$ cat config.mk
export PLATFORM = sky130hd
export DESIGN_NAME = scr1_dmi_resp
export DESIGN_NICKNAME = d
export VERILOG_FILES = /design/src/rtl/scr1_dmi_resp_pkg.sv /design/src/rtl/scr1_dmi_resp_cmd_fsm.sv /design/src/rtl/scr1_dmi_resp.sv
export SDC_FILE = /design/constraint.sdc
export NUM_CORES = 1
export LEC_CHECK = 0
export BUFFER_PORTS_ARGS = -buffer_cell sky130_fd_sc_hd__buf_2
export CORE_MARGIN = 1.5
export CORE_UTILIZATION = 30
export CTS_CLUSTER_DIAMETER = 50
export DETAILED_ROUTE_END_ITERATION = 10
export PLACE_DENSITY = 0.65
export SLEW_MARGIN = 10
export SYNTH_ARGS = -nofsm -noshare
export SYNTH_HDL_FRONTEND = slang
export SYNTH_SLANG_ARGS = --single-unit
$ cat constraint.sdc
create_clock -name clk -period 3.4 [get_ports clk]
set_input_delay 0.68 -clock clk [delete_from_list [all_inputs] [get_ports clk]]
set_output_delay 0.68 -clock clk [all_outputs]
set_load 0.1 [all_outputs]
$ cat src/rtl/scr1_dmi_resp_pkg.sv
// scr1_dmi_resp_pkg: shared definitions for the DMI responder.
//   - DMI geometry, register address map
//   - cmderr encodings, register bit indices
//   - command FSM state type, command support check
// Optional feature macro: SCR1_DMI_RESP_PROGBUF_EN (program buffer regs).
package scr1_dmi_resp_pkg;

  localparam int SCR1_DBG_DMI_ADDR_WIDTH = 7;
  localparam int SCR1_DBG_DMI_DATA_WIDTH = 32;

  localparam logic [6:0] DMI_DATA0      = 7'h04;
  localparam logic [6:0] DMI_DATA1      = 7'h05;
  localparam logic [6:0] DMI_DMCONTROL  = 7'h10;
  localparam logic [6:0] DMI_DMSTATUS   = 7'h11;
  localparam logic [6:0] DMI_ABSTRACTCS = 7'h16;
  localparam logic [6:0] DMI_COMMAND    = 7'h17;
  localparam logic [6:0] DMI_PROGBUF0   = 7'h20;
  localparam logic [6:0] DMI_PROGBUF1   = 7'h21;

  localparam logic [2:0] CMDERR_NONE       = 3'd0;
  localparam logic [2:0] CMDERR_BUSY       = 3'd1;
  localparam logic [2:0] CMDERR_NOTSUP     = 3'd2;
  localparam logic [2:0] CMDERR_EXC        = 3'd3;
  localparam logic [2:0] CMDERR_HALTRESUME = 3'd4;

  // dmcontrol
  localparam int DMCTL_DMACTIVE  = 0;
  localparam int DMCTL_NDMRESET  = 1;
  localparam int DMCTL_RESUMEREQ = 30;
  localparam int DMCTL_HALTREQ   = 31;
  // abstractcs
  localparam int ABS_CMDERR_LO   = 8;
  localparam int ABS_CMDERR_HI   = 10;
  // command
  localparam int CMD_POSTEXEC    = 18;
  localparam int CMD_TRANSFER    = 17;
  localparam int CMD_WRITE       = 16;

`ifdef SCR1_DMI_RESP_PROGBUF_EN
  localparam logic [4:0] PROGBUF_SIZE = 5'd2;
`else
  localparam logic [4:0] PROGBUF_SIZE = 5'd0;
`endif

  typedef enum logic {ST_IDLE, ST_BUSY} dm_state_e;

  // Only 32-bit Access Register commands are supported; postexec only
  // makes sense when a program buffer exists.
  function automatic logic cmd_supported(input logic [31:0] cmd);
    logic ok;
    ok = (cmd[31:24] == 8'd0) && (cmd[22:20] == 3'd2);
`ifndef SCR1_DMI_RESP_PROGBUF_EN
    if (cmd[CMD_POSTEXEC]) ok = 1'b0;
`endif
    return ok;
  endfunction

endpackage

$ cat src/rtl/scr1_dmi_resp_cmd_fsm.sv
// scr1_dmi_resp_cmd_fsm: abstract command sequencer (IDLE/BUSY).
//   clk, clr_i        : clock, synchronous clear (reset or DM inactive)
//   cmd_wr_i          : DMI write to command, wdata_i carries the word
//   abs_wr_i          : DMI write to abstractcs (cmderr W1C)
//   data_wr_i         : DMI write to a register that is locked while busy
//   halted_i          : hart halted status
//   ack_i, err_i      : hart completion pulse and its error flag
//   busy_o            : busy as seen by this cycle's DMI access (ack applied)
//   ack_vld_o         : ack accepted this cycle
//   cmderr_o          : cmderr as seen by this cycle's DMI access
//   cmd_o             : latched command word
// Macro SCR1_DMI_RESP_PROGBUF_EN affects the command support check only.
module scr1_dmi_resp_cmd_fsm
  import scr1_dmi_resp_pkg::*;
(
  input  logic        clk,
  input  logic        clr_i,
  input  logic        cmd_wr_i,
  input  logic        abs_wr_i,
  input  logic        data_wr_i,
  input  logic [31:0] wdata_i,
  input  logic        halted_i,
  input  logic        ack_i,
  input  logic        err_i,
  output logic        busy_o,
  output logic        ack_vld_o,
  output logic [2:0]  cmderr_o,
  output logic [31:0] cmd_o
);

  dm_state_e   state_q;
  logic [2:0]  cmderr_q;
  logic [31:0] cmd_q;

  // The ack is folded in before the DMI access of the same cycle.
  assign ack_vld_o = (state_q == ST_BUSY) & ack_i;
  assign busy_o    = (state_q == ST_BUSY) & ~ack_i;
  assign cmderr_o  = (ack_vld_o & err_i) ? CMDERR_EXC : cmderr_q;
  assign cmd_o     = cmd_q;

  always_ff @(posedge clk) begin
    if (clr_i) begin
      state_q  <= ST_IDLE;
      cmderr_q <= CMDERR_NONE;
      cmd_q    <= '0;
    end else begin
      if (ack_vld_o) begin
        state_q  <= ST_IDLE;
        cmderr_q <= cmderr_o;
      end
      if (abs_wr_i) begin
        cmderr_q <= cmderr_o & ~wdata_i[ABS_CMDERR_HI:ABS_CMDERR_LO];
      end else if ((cmd_wr_i | data_wr_i) & busy_o) begin
        if (cmderr_o == CMDERR_NONE) cmderr_q <= CMDERR_BUSY;
      end else if (cmd_wr_i && cmderr_o == CMDERR_NONE) begin
        if (!cmd_supported(wdata_i)) begin
          cmderr_q <= CMDERR_NOTSUP;
        end else if (!halted_i) begin
          cmderr_q <= CMDERR_HALTRESUME;
        end else begin
          cmd_q   <= wdata_i;
          state_q <= ST_BUSY;
        end
      end
    end
  end

endmodule

$ cat src/rtl/scr1_dmi_resp.sv
// scr1_dmi_resp: Debug Module side DMI responder.
//   clk, rst                      : clock, synchronous active-high reset
//   dmi2dm_*  / dm2dmi_*          : DMI request in, same-cycle response out
//   dm2hart_{haltreq,resumereq,ndmreset,dmactive}_o : run control levels
//   hart2dm_{halted,running}_i    : hart status
//   dm2hart_cmd_*, hart2dm_cmd_*  : abstract command req/ack handshake
// Parameter DATA_COUNT (1 or 2): number of dataN registers.
// Macro SCR1_DMI_RESP_PROGBUF_EN: adds progbuf0/1 at 0x20/0x21 and postexec.
module scr1_dmi_resp
  import scr1_dmi_resp_pkg::*;
#(
  parameter int DATA_COUNT = 2
) (
  input  logic        clk,
  input  logic        rst,
  input  logic        dmi2dm_req_i,
  input  logic        dmi2dm_wr_i,
  input  logic [SCR1_DBG_DMI_ADDR_WIDTH-1:0] dmi2dm_addr_i,
  input  logic [SCR1_DBG_DMI_DATA_WIDTH-1:0] dmi2dm_wdata_i,
  output logic        dm2dmi_resp_o,
  output logic [SCR1_DBG_DMI_DATA_WIDTH-1:0] dm2dmi_rdata_o,
  output logic        dm2hart_haltreq_o,
  output logic        dm2hart_resumereq_o,
  output logic        dm2hart_ndmreset_o,
  output logic        dm2hart_dmactive_o,
  input  logic        hart2dm_halted_i,
  input  logic        hart2dm_running_i,
  output logic        dm2hart_cmd_req_o,
  output logic [31:0] dm2hart_cmd_o,
  output logic [31:0] dm2hart_cmd_wdata_o,
  input  logic        hart2dm_cmd_ack_i,
  input  logic        hart2dm_cmd_err_i,
  input  logic [31:0] hart2dm_cmd_rdata_i
);

  logic        dmactive_q, ndmreset_q, haltreq_q, resumereq_q, resumeack_q;
  logic [31:0] data0_q, data1_q, data0_rd;
  logic        wr, wr_dmctl, dmctl_clr, clr;
  logic        wr_data0, wr_data1, wr_pbuf, data_wr;
  logic        busy, ack_vld, ack_upd;
  logic [2:0]  cmderr;
  logic [31:0] cmd;
  logic [31:0] rdata;

  assign wr        = dmi2dm_req_i & dmi2dm_wr_i;
  assign wr_dmctl  = wr & (dmi2dm_addr_i == DMI_DMCONTROL);
  assign dmctl_clr = wr_dmctl & ~dmi2dm_wdata_i[DMCTL_DMACTIVE];
  // Everything but dmcontrol is held clear while the DM is inactive.
  assign clr       = rst | ~dmactive_q | dmctl_clr;

  assign wr_data0  = wr & (dmi2dm_addr_i == DMI_DATA0);
  assign wr_data1  = wr & (dmi2dm_addr_i == DMI_DATA1) & (DATA_COUNT > 1);
`ifdef SCR1_DMI_RESP_PROGBUF_EN
  assign wr_pbuf   = wr & ((dmi2dm_addr_i == DMI_PROGBUF0) | (dmi2dm_addr_i == DMI_PROGBUF1));
`else
  assign wr_pbuf   = 1'b0;
`endif
  assign data_wr   = wr_data0 | wr_data1 | wr_pbuf;

  scr1_dmi_resp_cmd_fsm u_cmd_fsm (
    .clk       (clk),
    .clr_i     (clr),
    .cmd_wr_i  (wr & (dmi2dm_addr_i == DMI_COMMAND)),
    .abs_wr_i  (wr & (dmi2dm_addr_i == DMI_ABSTRACTCS)),
    .data_wr_i (data_wr),
    .wdata_i   (dmi2dm_wdata_i),
    .halted_i  (hart2dm_halted_i),
    .ack_i     (hart2dm_cmd_ack_i),
    .err_i     (hart2dm_cmd_err_i),
    .busy_o    (busy),
    .ack_vld_o (ack_vld),
    .cmderr_o  (cmderr),
    .cmd_o     (cmd)
  );

  // Successful register read returns its value into data0.
  assign ack_upd  = ack_vld & ~hart2dm_cmd_err_i & cmd[CMD_TRANSFER] & ~cmd[CMD_WRITE];
  assign data0_rd = ack_upd ? hart2dm_cmd_rdata_i : data0_q;

  always_ff @(posedge clk) begin
    if (rst) begin
      dmactive_q  <= 1'b0;
      ndmreset_q  <= 1'b0;
      haltreq_q   <= 1'b0;
      resumereq_q <= 1'b0;
      resumeack_q <= 1'b0;
    end else begin
      if (resumereq_q & hart2dm_running_i) begin
        resumereq_q <= 1'b0;
        resumeack_q <= 1'b1;
      end
      if (wr_dmctl) begin
        dmactive_q <= dmi2dm_wdata_i[DMCTL_DMACTIVE];
        ndmreset_q <= dmi2dm_wdata_i[DMCTL_DMACTIVE] & dmi2dm_wdata_i[DMCTL_NDMRESET];
        haltreq_q  <= dmi2dm_wdata_i[DMCTL_DMACTIVE] & dmi2dm_wdata_i[DMCTL_HALTREQ];
        if (!dmi2dm_wdata_i[DMCTL_DMACTIVE]) begin
          resumereq_q <= 1'b0;
          resumeack_q <= 1'b0;
        end else if (dmi2dm_wdata_i[DMCTL_RESUMEREQ] & ~dmi2dm_wdata_i[DMCTL_HALTREQ]) begin
          resumereq_q <= 1'b1;
          resumeack_q <= 1'b0;
        end
      end
    end
  end

  always_ff @(posedge clk) begin
    if (clr) begin
      data0_q <= '0;
      data1_q <= '0;
    end else begin
      if (ack_upd)              data0_q <= hart2dm_cmd_rdata_i;
      if (wr_data0 & ~busy)     data0_q <= dmi2dm_wdata_i;
      if (wr_data1 & ~busy)     data1_q <= dmi2dm_wdata_i;
    end
  end

`ifdef SCR1_DMI_RESP_PROGBUF_EN
  logic [31:0] pbuf0_q, pbuf1_q;
  always_ff @(posedge clk) begin
    if (clr) begin
      pbuf0_q <= '0;
      pbuf1_q <= '0;
    end else if (wr_pbuf & ~busy) begin
      if (dmi2dm_addr_i == DMI_PROGBUF0) pbuf0_q <= dmi2dm_wdata_i;
      else                               pbuf1_q <= dmi2dm_wdata_i;
    end
  end
`endif

  always_comb begin
    rdata = '0;
    if (dmi2dm_req_i && !dmi2dm_wr_i) begin
      case (dmi2dm_addr_i)
        DMI_DATA0:      rdata = data0_rd;
        DMI_DATA1:      rdata = (DATA_COUNT > 1) ? data1_q : '0;
        DMI_DMCONTROL:  rdata = {haltreq_q, resumereq_q, 28'd0, ndmreset_q, dmactive_q};
        DMI_DMSTATUS:   rdata = {14'd0, {2{resumeack_q}}, 4'd0,
                                 {2{hart2dm_running_i}}, {2{hart2dm_halted_i}},
                                 1'b1, 3'd0, 4'd2};
        DMI_ABSTRACTCS: rdata = {3'd0, PROGBUF_SIZE, 11'd0, busy, 1'b0, cmderr,
                                 4'd0, 4'(DATA_COUNT)};
`ifdef SCR1_DMI_RESP_PROGBUF_EN
        DMI_PROGBUF0:   rdata = pbuf0_q;
        DMI_PROGBUF1:   rdata = pbuf1_q;
`endif
        default:        rdata = '0;
      endcase
    end
  end

  assign dm2dmi_resp_o       = dmi2dm_req_i;
  assign dm2dmi_rdata_o      = rdata;
  assign dm2hart_haltreq_o   = haltreq_q;
  assign dm2hart_resumereq_o = resumereq_q;
  assign dm2hart_ndmreset_o  = ndmreset_q;
  assign dm2hart_dmactive_o  = dmactive_q;
  // Drops in the ack cycle and as soon as reset is seen.
  assign dm2hart_cmd_req_o   = busy & ~rst;
  assign dm2hart_cmd_o       = cmd;
  assign dm2hart_cmd_wdata_o = data0_q;

endmodule

# Word level (Yosys, flattened, before mapping)
# Index checks and enable logic that the tools add are counted.
dict set report op_classes {
  add_sub_neg 0
  n_mul 0
  n_div 0
  n_lt_le_gt_ge 0
  n_eq_ne 7
  shifts 0
  n_mux 31
  bitwise 37
  reduce_logical 7
}
# operator n
set ops {}
lappend ops {{case mux 32 bit (5 select lines)} 1}
lappend ops {{two-way mux 32 bit} 3}
lappend ops {{== test 7 x 5 -> 1 bit (second input constant)} 4}
lappend ops {{two-way mux 3 bit} 8}
lappend ops {{AND 1 bit} 21}
lappend ops {{two-way mux 1 bit} 19}
lappend ops {{== test 7 x 3 -> 1 bit (second input constant)} 2}
lappend ops {{NOT 1 bit} 10}
lappend ops {{logical NOT 8 bit} 1}
lappend ops {{AND reduction 5 bit} 1}
lappend ops {{OR 1 bit} 4}
lappend ops {{AND 3 bit} 1}
lappend ops {{== test 3 x 2 -> 1 bit (second input constant)} 1}
lappend ops {{logical AND 1 bit} 3}
lappend ops {{logical NOT 3 bit} 1}
lappend ops {{NOT 3 bit} 1}
lappend ops {{logical NOT 1 bit} 1}
dict set report word_totals {
  reg_bits 105
  latchBits 0
  ramBits 0
  mem_bits_ro 0
  inputBits 79
  output_inout_bits 102
  mem_count 0
}

# Logic depth before layout (Yosys ltp)
dict set report logic_depth {
  ltp_word 13
  ltp_mapped 8
}

# Cells and area by module
# A second synthesis with hierarchy kept.
dict set report hier_totals {
  hier_cells 577
  area_unflattened_um2 5092.4
}
# module n_inst cells_per_inst area_each_um2 seq_area_each_um2
set by_module_without_submodules {}
lappend by_module_without_submodules {scr1_dmi_resp 1 430 3539.6 1381.3}
lappend by_module_without_submodules {scr1_dmi_resp_cmd_fsm 1 147 1552.7 720.7}

# Worst setup path after synthesis
# OpenSTA, ideal clock, no wires.
dict set report synth_timing {
  path_kind {reg2out}
  from {register u_cmd_fsm.cmd_q[17], in the netlist u_cmd_fsm.cmd_o[17]}
  to {output dm2dmi_rdata_o[1]}
  t_arrival_ps 4247
  required_time_ps 2720
  slack_ps -1527
  path_stages_with_launch 7
  path_cell_list {dfxtp_1 > nand4b_1 > nor2_1 > buf_2 > mux2i_1 > a31o_2 > a211oi_1}
}
dict set report synth_via {
  elab_chain_cells 5
}
# element line
set synth_lines {}
lappend synth_lines {{start: declaration} scr1_dmi_resp_cmd_fsm.sv:33} ;# logic [31:0] cmd_q;
lappend synth_lines {{start signal: assignment} scr1_dmi_resp_cmd_fsm.sv:61} ;# cmd_q <= wdata_i;
lappend synth_lines {{AND 1 bit (2 in series)} scr1_dmi_resp.sv:77} ;# assign ack_upd = ack_vld & ~hart2dm_cmd_err_i & cmd[CMD_TRANSFER] & ~cmd[CMD_WRITE];
lappend synth_lines {{two-way mux 32 bit} -}
lappend synth_lines {{case mux 32 bit (5 select lines)} scr1_dmi_resp.sv:134} ;# case (dmi2dm_addr_i)
lappend synth_lines {{two-way mux 32 bit} scr1_dmi_resp.sv:133} ;# if (dmi2dm_req_i && !dmi2dm_wr_i) begin
lappend synth_lines {{end: declaration} scr1_dmi_resp.sv:21} ;# output logic [SCR1_DBG_DMI_DATA_WIDTH-1:0] dm2dmi_rdata_o,
# No other way between the ends.

# Worst setup path in the final report
dict set report layout_timing {
  from {input dmi2dm_addr_i[3]}
  to {output dm2dmi_rdata_o[10]}
}
dict set report layout_via {
  elab_chain_cells 3
  elab_cells_between_ends 7
  cone_classes {eq/ne: 5; mux: 2}
}
# element line
set layout_lines {}
lappend layout_lines {{start: declaration} scr1_dmi_resp.sv:18} ;# input logic [SCR1_DBG_DMI_ADDR_WIDTH-1:0] dmi2dm_addr_i,
lappend layout_lines {{== test 7 x 5 -> 1 bit or == test 7 x 3 -> 1 bit (tied branches)} scr1_dmi_resp.sv:134}
lappend layout_lines {{case mux 32 bit (5 select lines) *} scr1_dmi_resp.sv:134}
lappend layout_lines {{two-way mux 32 bit *} scr1_dmi_resp.sv:133}
# Mark *: on every way between the ends. The rest lies on a longest branch, timed or not.

==> flow_metrics.tcl <==
set metrics [dict create \
    num_io_pins 181 \
    drt-initial-drc-count 203 \
    critical_path_class "input pin to output pin" \
    cts.path.max_buffers 2 \
    synth_fp_nets 657 \
    synth_xor_area_share_pct 0 \
    synth-compound-area-share_pct 15.7 \
    synth-seq-cells 105 \
    post-route-period-util_pct 95.1 \
    synth_cells 578 \
    grt_pass1_wl_mm 23.0 \
    multi_input_area_um2 2750 \
    period_minus_slack_ns 3.23 \
    clock_sinks 105 \
    grt_pass1_vias 4341 \
    internal_power_mw 1.78 \
    drive_gt1_share_pct 36.2 \
    place_area_um2 6720 \
    rr_endpoint "u_cmd_fsm.cmd_o[14]" \
    numPortBuffers 180 \
    ys_seq_area_share_pct 43.6 \
    reg2reg_depth 6 \
    post_drt_via_cell_ratio 4.82 \
    worstMarginPinSlew_ns 0.518 \
    drc 0 \
    comb_power_share_pct 4.8 \
    pwr-share-seq_pct 52.1 \
    fmax_mhz 309 \
    start_kind "input pin" \
    synth_area_leaders "dfxtp_1 (44%), mux2i_1 (11%), nand2_1 (7.4%), nor2_1 (6.9%), a21oi_1 (5.3%)" \
    dieArea_um2 16800 \
    core-area_um2 15800 \
    min_delay_worst_endpoint "data1_q[5]" \
    p_clk_share_pct 43.1 \
    yosys.area.top_type "dfxtp_1" \
    peakVddDrop_v 0.000214 \
    rows 46 \
    yosysUniqueCellTypes 45 \
    synth_mux_area_share_pct 13.4 \
    arrival_ns 2.55 \
    grt_use_total_pct 17.7 \
    nets 826 \
    crit_path_max_incr_delay_ns 0.56 \
    insertion_delay_ns 0.36 \
    seq_area_um2 2100 \
    die_w_um 130 \
    clock_skew_ns 0.00582 \
    firstDrtPassIters 5 \
    grt_use_met2_pct 28.1 \
    fin_ws_ns 0.165 \
    r2r_slack_ns 1.47 \
    busiest_layer "met2" \
    r2r_start "u_cmd_fsm.cmderr_q[1]" \
    synth_top_family_by_area "simple AND/OR/NAND/NOR gates" \
    route.vias.total 4669 \
    crit_path_top_delay_cell "or4b_4" \
    setup_viol 0 \
    crit_chain "buf_2 > or4b_4 > or2_1 > buf_4 > a21oi_1 > o21ai_0 > a31oi_2 > buf_12" \
    ys_async_sr_fraction_pct 0 \
    postRouteAntennaNets 0 \
    cts_root_buf "clkbuf_16" \
    synthSimpleGateAreaFrac_pct 22.5 \
    gr-total-overflow 0 \
    grtUsageMet1_pct 23.9 \
    slew_headroom_pct 65.4 \
    cp.required_ns 2.72 \
    holdCritStartpoint "data1_q[5]" \
    preCtsSetupSlack_ns 0.0714 \
    power.switching_mw 0.579 \
    path_clk_slew_ns 0.07 \
    swShare_pct 24.6 \
    fillers 1612 \
    critical_path_buf_inv_count 3 \
    drv_cap 0 \
    cts_setup_buffers 0 \
    wl_per_cell_um 15.3 \
    status "finished clean" \
    ys.flop_type "dfxtp_1" \
    rsz0062_at_grt "no" \
    syn_to_final_growth_pct 45.4 \
    end_kind "output pin" \
    final_area_um2 7000 \
    postCtsHoldBufs 0 \
    leakage_nw 2.54 \
    hp-class "flop to flop" \
    die_h_um 130 \
    hold_path_depth 2 \
    hold_violations 0 \
    synth-edff-count 0 \
    wl_mm 14.8 \
    yosys.area_share.adder_pct 0 \
    cts_max_level 3 \
    antenna_found_initial 0 \
    yosysWarnings 0 \
    worstPathMaxFanout 6 \
    netlist_area_um2 4820 \
    yosys.area.top_type_share_pct 43.6 \
    grt_use_met3_pct 4.39 \
    start_util_pct 30.5 \
    cts-buffers-inserted 9 \
    slew_violations 0 \
    grt_max_degree 49 \
    antenna_cells 0 \
    syn_area_per_cell_um2 8.33 \
    gp_congestion 0.853 \
    cts_tree "built" \
    power_density_nw_per_um2 337 \
    critPathTopFamily "simple AND/OR/NAND/NOR gates" \
    post_cts_resized 0 \
    tns_ns 0 \
    post-dp-hpwl_mm 10.9 \
]
[routing by layer]
metal	share of wire, %	up-vias	routed length, µm
met5	0	-	0
met4	1.3	0	187
met1	46	2163	6780
met2	45	163	6730
met3	7.3	16	1090
li1	-	2327	-
[synthesized netlist by cell type (3+ instances only)]
cell type	n
nand2b_1	3
and3_1	3
a31oi_1	5
dfxtp_1	105
a21oi_1	51
mux2i_1	52
nor2b_1	3
buf_2	9
a32oi_1	3
o21a_1	20
a211oi_1	22
nor3_1	4
and2_1	13
inv_1	5
buf_4	3
clkbuf_1	25
nand2_1	95
nand3_1	14
buf_6	4
o21ai_0	8
nor2_1	89
nand4_1	3
mux2_2	11
[how the worst max path moves through the flow]
stage	from	end	slack (ns)	depth (start not counted)
3_3_place_gp	dmi2dm_addr_i[3]	dm2dmi_rdata_o[12]	0.09	7
3_5_place_dp	dmi2dm_addr_i[3]	dm2dmi_rdata_o[12]	0.07	7
6_report	dmi2dm_addr_i[3]	dm2dmi_rdata_o[10]	0.17	8
4_1_cts	dmi2dm_addr_i[3]	dm2dmi_rdata_o[12]	0.07	7
2_1_floorplan	dmi2dm_addr_i[3]	dm2dmi_rdata_o[10]	-0.29	6
5_1_grt	dmi2dm_addr_i[3]	dm2dmi_rdata_o[17]	0.04	8
[logic make-up after synthesis]
group / after synthesis
flops: 105
buf+inv: 47
mux: 63
compound gates: 118
simple gates: 245
[layout make-up]
cell class                      count  share of cell area (%)
Tap cell                          216                    3.86
Timing Repair Buffer              200                    22.6
Multi-Input combinational cell    426                    39.3
Inverter                            5                   0.268
Clock inverter                      7                   0.769
Clock buffer                        9                    3.22
Sequential cell                   105                    30.0
[layout by cell type, fill, tap and decap left out, types with 2 or more instances in the layout]
master,instances
nor2b_1,3
nor2_1,66
buf_4,16
o21ai_0,8
nand2_1,94
nor2_4,23
nor3_1,4
a31oi_2,5
or3_1,2
a22oi_1,2
buf_2,148
buf_12,36
dfxtp_1,105
clkbuf_16,9
mux2i_1,52
clkinv_2,2
nand2b_1,3
clkinvlp_4,2
and2_1,13
nor3b_1,2
a21oi_1,47
a211oi_1,21
nand4_1,3
nand3_1,13
nor4_1,2
a21oi_2,4
and3_1,3
or2_1,2
a32oi_1,3
inv_1,5
mux2_2,11
nor2_2,2
o21a_1,20
[per-stage QoR]
stage                     hold slack [ns]  util [%]  total power [mW]  cells
after floorplan                     0.436         -              1.29    578
after global placement              0.437      42.6              1.37    952
after detailed placement            0.439      42.6              1.37    952
after CTS                           0.458      44.4              2.38    968
after global routing                0.470      44.4              2.44    968
final                               0.453      44.4              2.36    968
[tightest hold or removal path, cell delays in order, from the launching register on]
cell and delay [ns]:
dfxtp_1 0.31, nand2_1 0.05, a21oi_1 0.05
[power by group through the flow]
| stage | registers (mW) | clock network, mW | logic, mW |
|---|---|---|---|
| global placement | 1.26 | 0 | 0.113 |
| floorplan | 1.26 | 0 | 0.0360 |
| finish | 1.23 | 1.01 | 0.113 |
| detailed placement | 1.26 | 0 | 0.113 |
| global route | 1.23 | 1.09 | 0.122 |
| CTS | 1.23 | 1.04 | 0.114 |
[flip-flops by register name (all words and copies together) (netlist names), 3 cells and up]
| register | flops |
|---|---|
| data1_q | 32 |
| dm2hart_cmd_wdata_o | 32 |
| u_cmd_fsm.cmd_o | 32 |
| u_cmd_fsm.cmderr_q | 3 |
No activity file was read; power rests on OpenSTA's default activity.
